--- config.mk ---
export PLATFORM = sky130hd
export DESIGN_NAME = mem_access_unit_flat
export DESIGN_NICKNAME = d
export VERILOG_FILES = /design/src/rtl/mem_access_pkg.sv /design/src/rtl/mem_access_if.sv /design/src/rtl/mem_wait_counter.sv /design/src/rtl/mem_access_unit.sv /design/src/flat_wrapper.sv
export SDC_FILE = /design/constraint.sdc
export NUM_CORES = 1
export LEC_CHECK = 0
export CAP_MARGIN = 25
export CORE_ASPECT_RATIO = 1.4
export CORE_MARGIN = 3
export CORE_UTILIZATION = 35
export CTS_CLUSTER_DIAMETER = 50
export CTS_CLUSTER_SIZE = 30
export DETAILED_ROUTE_END_ITERATION = 8
export GPL_ROUTABILITY_DRIVEN = 0
export PLACE_DENSITY = 0.75
export SLEW_MARGIN = 5
export SYNTH_ARGS = -nofsm -noshare
export SYNTH_HDL_FRONTEND = slang
export SYNTH_SLANG_ARGS = --single-unit
--- constraint.sdc ---
create_clock -name clk -period 1.5 [get_ports clk]
set_input_delay 0.45 -clock clk [delete_from_list [all_inputs] [get_ports clk]]
set_output_delay 0.45 -clock clk [all_outputs]
set_load 0.1 [all_outputs]
--- src/rtl/mem_access_pkg.sv ---
// mem_access_pkg: shared state encoding and sizing helpers for the memory access unit.
package mem_access_pkg;
   typedef enum logic [1:0] {IDLE, REQ, DONE} stateT;
   localparam int ERR_DATA = 0;
   function automatic int timeoutW(input int timeout);
      return (timeout < 1) ? 1 : $clog2(timeout + 1);
   endfunction
endpackage

--- src/rtl/mem_access_if.sv ---
// mem_access_if: req/ack data memory bus between the access unit (master) and memory (slave).
interface mem_access_if #(parameter int ADDR_W = 32, parameter int DATA_W = 32);
   logic busReq, busWe, busAck;
   logic [ADDR_W-1:0] busAdr;
   logic [DATA_W-1:0] busWdata, busRdata;
   modport master(output busReq, busWe, busAdr, busWdata, input busAck, busRdata);
   modport slave(input busReq, busWe, busAdr, busWdata, output busAck, busRdata);
endinterface

--- src/rtl/mem_wait_counter.sv ---
// mem_wait_counter: clearable wait counter flagging the terminal count while enabled.
module mem_wait_counter #(parameter int W = 1) (
   input  logic         clk,
   input  logic         rst,
   input  logic         clr,
   input  logic         en,
   input  logic [W-1:0] term,
   output logic         tc
);
   logic [W-1:0] cnt;
   always_ff @(posedge clk or negedge rst)
      if (!rst) cnt <= '0;
      else if (clr) cnt <= '0;
      else if (en) cnt <= cnt + 1'b1;
   assign tc = en && cnt == term;
endmodule

--- src/rtl/mem_access_unit.sv ---
// mem_access_unit: runs one CPU load/store at a time over a req/ack bus, stalling the CPU until done.
// Define MEM_ALIGN_CHECK_EN to reject misaligned addresses instead of silently aligning them.
module mem_access_unit import mem_access_pkg::*; #(
   parameter int ADDR_W  = 32,
   parameter int DATA_W  = 32,
   parameter int TIMEOUT = 16
) (
   input  logic              clk,
   input  logic              rst,
   input  logic              memRead,
   input  logic              memWrite,
   input  logic [ADDR_W-1:0] memAdr,
   input  logic [DATA_W-1:0] memWriteData,
   output logic [DATA_W-1:0] memReadData,
   output logic              stall,
   output logic              busErr,
   output logic              misaligned,
   mem_access_if.master      bus
);
   localparam int TW = timeoutW(TIMEOUT);
   localparam logic [TW-1:0] TERM = TW'(TIMEOUT > 0 ? TIMEOUT - 1 : 0);
   stateT state, nextState;
   logic [ADDR_W-1:0] adrReg;
   logic [DATA_W-1:0] wdReg, rdReg;
   logic weReg, errFlag, misFlag, cntTc, timedOut, memReq, badAlign, unusedAdr;
   assign memReq = memRead | memWrite;
`ifdef MEM_ALIGN_CHECK_EN
   assign badAlign = memAdr[1:0] != 2'b00;
`else
   assign badAlign = 1'b0;
`endif
   assign unusedAdr = ^adrReg[1:0];
   assign timedOut = (TIMEOUT != 0) && cntTc && !bus.busAck;
   mem_wait_counter #(.W(TW)) waitCnt (
      .clk (clk),
      .rst (rst),
      .clr (state != REQ),
      .en  (state == REQ),
      .term(TERM),
      .tc  (cntTc)
   );
   always_ff @(posedge clk or negedge rst)
      if (!rst) begin
         state   <= IDLE;
         adrReg  <= '0;
         wdReg   <= '0;
         weReg   <= 1'b0;
         rdReg   <= '0;
         errFlag <= 1'b0;
         misFlag <= 1'b0;
      end else begin
         state <= nextState;
         if (state == IDLE && memReq) begin
            adrReg  <= memAdr;
            wdReg   <= memWriteData;
            weReg   <= memWrite;
            errFlag <= 1'b0;
            misFlag <= badAlign;
            if (badAlign) rdReg <= DATA_W'(ERR_DATA);
         end
         if (state == REQ && bus.busAck && !weReg) rdReg <= bus.busRdata;
         if (timedOut) begin
            rdReg   <= DATA_W'(ERR_DATA);
            errFlag <= 1'b1;
         end
      end
   // stall is gated by rst so it drops the instant reset asserts, even with a request held
   always_comb begin
      nextState   = IDLE;
      stall       = 1'b0;
      bus.busReq  = 1'b0;
      busErr      = 1'b0;
      misaligned  = 1'b0;
      case (state)
         IDLE: begin
            stall     = memReq & rst;
            nextState = memReq ? (badAlign ? DONE : REQ) : IDLE;
         end
         REQ: begin
            stall      = 1'b1;
            bus.busReq = 1'b1;
            nextState  = (bus.busAck || timedOut) ? DONE : REQ;
         end
         DONE: begin
            busErr     = errFlag;
            misaligned = misFlag;
         end
         default: nextState = IDLE;
      endcase
   end
   assign bus.busWe    = weReg;
   assign bus.busAdr   = {adrReg[ADDR_W-1:2], 2'b00};
   assign bus.busWdata = wdReg;
   assign memReadData  = rdReg;
endmodule

--- src/flat_wrapper.sv ---
// flat-port wrapper written by rule: the top's interface ports become plain ports
module mem_access_unit_flat import mem_access_pkg::*;
#(
   parameter int ADDR_W  = 32,
   parameter int DATA_W  = 32,
   parameter int TIMEOUT = 16
)
  (clk, rst, memRead, memWrite, memAdr, memWriteData, memReadData, stall, busErr, misaligned, bus_busReq, bus_busWe, bus_busAdr, bus_busWdata, bus_busAck, bus_busRdata);
  mem_access_if #(.ADDR_W(ADDR_W), .DATA_W(DATA_W)) bus_i ();
  input  logic clk;
  input  logic rst;
  input  logic memRead;
  input  logic memWrite;
  input  logic [ADDR_W-1:0] memAdr;
  input  logic [DATA_W-1:0] memWriteData;
  output logic [DATA_W-1:0] memReadData;
  output logic stall;
  output logic busErr;
  output logic misaligned;
  output wire logic [$bits(bus_i.busReq)-1:0] bus_busReq;
  output wire logic [$bits(bus_i.busWe)-1:0] bus_busWe;
  output wire logic [$bits(bus_i.busAdr)-1:0] bus_busAdr;
  output wire logic [$bits(bus_i.busWdata)-1:0] bus_busWdata;
  input wire logic [$bits(bus_i.busAck)-1:0] bus_busAck;
  input wire logic [$bits(bus_i.busRdata)-1:0] bus_busRdata;
  assign bus_busReq = bus_i.busReq;
  assign bus_busWe = bus_i.busWe;
  assign bus_busAdr = bus_i.busAdr;
  assign bus_busWdata = bus_i.busWdata;
  assign bus_i.busAck = bus_busAck;
  assign bus_i.busRdata = bus_busRdata;
  mem_access_unit #(.ADDR_W(ADDR_W), .DATA_W(DATA_W), .TIMEOUT(TIMEOUT)) u_core (.clk(clk), .rst(rst), .memRead(memRead), .memWrite(memWrite), .memAdr(memAdr), .memWriteData(memWriteData), .memReadData(memReadData), .stall(stall), .busErr(busErr), .misaligned(misaligned), .bus(bus_i));
endmodule
==> flow_metrics.py <==
metrics = {
    "synth": {
        "synth_cell_type_count": 23,
        "synth.yosys.seq_area_share_pct": 66.20,
        "synth_seq_cells": 103,
        "synth-edff-count": 0,
        "synth_top_cell_area_share_pct": 66.20,
        "post_synthesis_cells": 243,
        "syn-cell-area_um2": 3894,
        "synth_area_leaders": "sky130_fd_sc_hd__dfrtp_1 (66%), sky130_fd_sc_hd__mux2_2 (18%), sky130_fd_sc_hd__a22o_1 (6.7%)",
        "synthArstFlopShare_pct": 100.0,
        "total_number_of_yosys_warnings": 0,
        "synth.largest_area_cell": "sky130_fd_sc_hd__dfrtp_1",
        "ys.flop_type": "sky130_fd_sc_hd__dfrtp_1",
        "synth.avg_cell_area_um2": 16.02,
    },
    "placement": {
        "postPlaceCellArea_um2": 7058,
        "detailedPlacementHpwl_um": 7945,
        "place.port_buffers": 196,
        "post-place-cells": 575,
    },
    "final_layout": {
        "finish.instance_area_um2": 8003,
        "finalNonFillerCells": 616,
        "syn2layout_area_growth_pct": 105.5,
        "final_net_count": 576,
        "final_core_util_pct": 75.32,
        "ff_latch_area_um2": 2580,
        "insertedDiodeCount": 0,
        "multi_input_area_um2": 1531,
        "nFillCells": 581,
        "drive_gt1_share_pct": 48.33,
    },
    "routing": {
        "route.detailed.wl_per_inst_um": 21.15,
        "detail-route-antenna-nets": 0,
        "via_count": 3005,
        "initial_detailed_routing_violation_count": 75,
        "vias_per_cell": 4.878,
        "routed_wl_um": 13030,
        "drt_pass1_iterations": 4,
        "remaining_drc_errors": 0,
    },
    "setup_path": {
        "critPathSlowestCell": "sky130_fd_sc_hd__dfrtp_1",
        "worstSetupPathType": "reg2out",
        "cp_arrival_ns": 1.36,
        "critical_path_start_type": "flip-flop",
        "crit_chain": "nand2b_4, clkinvlp_4, a21o_4, buf_12",
        "cp_max_fo": 3,
        "critical_path.endpoint_type": "output port",
        "worstPathRequired_ns": 1.05,
        "critical_path.max_stage_delay_ns": 0.40,
    },
    "sta": {
        "final_critical_path_share_of_the_clock_period_pct": 120.5,
        "grt_setup_unrepaired": "true",
        "period_needed_ns": 1.808,
        "timing.fmax_ghz": 0.5531,
        "setup_tns_ns": -16.41,
        "timing.slew.headroom_pct": 62.20,
        "fin_skew_ns": 0.006773,
        "timing.final.ws_setup_ns": -0.3079,
        "final_max_slew_viol_count": 0,
        "hold_viol": 0,
        "worstMarginPinSlew_ns": 0.5669,
        "report.final.setup_viol": 98,
    },
    "clock_tree": {
        "tritoncts_num_sinks": 103,
        "clock_latency_ns": 0.34,
        "cts_max_path_buffers": 2,
        "h-tree-depth": 3,
        "hold_buffers": 0,
        "cts_tree": "built",
        "clkTransAtPathRegs_ns": 0.07,
        "tritoncts.num_buffers": 9,
        "cts-root-buf": "sky130_fd_sc_hd__clkbuf_16",
    },
    "global_route": {
        "grt.overflow.total": 0,
        "grt.total_usage_pct": 19.25,
        "grt_start_max_net_pins": 104,
        "grt_antenna_before_repair": 0,
        "wire_length_of_the_first_global_routing_pass_um": 18000,
        "number_of_global_route_vias_before_repair": 3195,
    },
    "floorplan": {
        "floorplan.die_area_um2": 12440,
        "core_um2": 10630,
        "floorplan.io_pins": 202,
        "floorplan.initialDensity_pct": 36.65,
        "floorplan.die.width_um": 95.14,
        "die-height_um": 130.8,
        "num_rows": 44,
    },
    "worst_hold_path": {
        "hold_class": "in2async",
    },
    "status": {
        "status": "complete, but fails checks",
        "violations_in_the_final_reports": "setup timing",
    },
    "run": {
        "drv.max_cap_violation_count": 0,
    },
}
cells in the final DEF (no fill, tap or decap), types with 2 or more instances in the layout:
cell	Yosys	final
sky130_fd_sc_hd__buf_12	0	102
sky130_fd_sc_hd__dfrtp_1	103	101
sky130_fd_sc_hd__clkdlybuf4s50_1	0	94
sky130_fd_sc_hd__mux2_4	0	63
sky130_fd_sc_hd__a22o_1	30	30
sky130_fd_sc_hd__buf_4	10	19
sky130_fd_sc_hd__clkbuf_16	0	13
sky130_fd_sc_hd__nor2_1	8	5
sky130_fd_sc_hd__clkinvlp_4	0	4
sky130_fd_sc_hd__a211o_4	1	4
sky130_fd_sc_hd__buf_16	0	4
sky130_fd_sc_hd__inv_1	4	3
sky130_fd_sc_hd__conb_1	1	3
sky130_fd_sc_hd__dlygate4sd2_1	0	3
sky130_fd_sc_hd__buf_6	4	3
sky130_fd_sc_hd__nor2_2	0	2
sky130_fd_sc_hd__a22o_4	0	2
sky130_fd_sc_hd__buf_8	0	2
sky130_fd_sc_hd__dfrtp_2	0	2
cell families (layout without fill, tap and decap cells):
logic type	Yosys count	count (layout)	synth area share [%]
flops	103	103	66.20
mux	63	63	18.22
other cells	1	3	0.09631
xor+xnor	2	2	0.4500
fa+ha+maj	2	2	0.6426
buf+inv	21	251	3.856
simple gates	15	15	2.217
compound gates	36	39	8.323
sequential cells by signal, indices dropped and copies added (netlist names):
name and cells:
u_core.adrReg 30, u_core.waitCnt.cnt 5, u_core.bus.busWe 1, u_core.errFlag 1
u_core.state 2, u_core.bus.busWdata 32, u_core.memReadData 32
stage by stage:
step                      setup WS, ns  hold slack, ns
after global placement         -0.5694          0.5046
after floorplan                -0.4735          0.1544
after global routing           -0.3744          0.2067
after detailed placement       -0.6270          0.5464
final                          -0.3079          0.1665
after CTS                      -0.3052          0.2234
routing by layer:
layer	up-vias	routed length, µm	GRT usage, %
met5	-	0	0
met4	0	186	5.438
met3	13	958	5.326
met2	138	7121	35.30
met1	1524	4764	21.59
li1	1330	-	-
critical path, delay by kind of cell (launching register included):
| kind | cells | cell delay (ns) |
|---|---|---|
| flops | 1 | 0.40 |
| buf+inv | 2 | 0.26 |
| compound gates | 1 | 0.20 |
| simple gates | 1 | 0.17 |
Yosys cell counts (2+ instances only):
library cell and count:
sky130_fd_sc_hd__buf_6 4, sky130_fd_sc_hd__buf_4 10, sky130_fd_sc_hd__dfrtp_1 103, sky130_fd_sc_hd__a22o_2 2, sky130_fd_sc_hd__a21o_1 2, sky130_fd_sc_hd__nor2_1 8, sky130_fd_sc_hd__ha_1 2, sky130_fd_sc_hd__inv_1 4
sky130_fd_sc_hd__mux2_2 63, sky130_fd_sc_hd__a22o_1 30, sky130_fd_sc_hd__buf_2 3
cell type report:
type / count / area share, %
repair buffers: 231 / 42.81
inverters: 4 / 0.2345
clock buffers: 10 / 2.861
clock inverters: 6 / 0.5629
well taps: 138 / 2.158
multi-input cells: 124 / 19.14
flip-flops and latches: 103 / 32.24
worst paths after layout:
kind                                      to  slack [ns]  cells after the start       startpoint
setup / recovery                       stall       -0.31                      4  u_core.state[1]
setup reg to reg            u_core.adrReg[3]       -0.24                      8  u_core.state[1]
max in group asynchronous  u_core.adrReg[25]        0.87                      2              rst
hold reg to reg               u_core.errFlag        0.55                      2   u_core.errFlag
hold / removal              u_core.bus.busWe        0.17                      2              rst
min in group clk            u_core.bus.busWe        0.55                      2         memWrite
repair_timing:
item	4_1_cts	5_1_grt
cloned	6	4
endpoints found under the setup margin	98	99
resized for setup	15	74
setup buffers	5	10
pin swaps	6	2
Power is not shown: default switching activity piles up to over one toggle a cycle in this logic, so the estimate is an artifact.
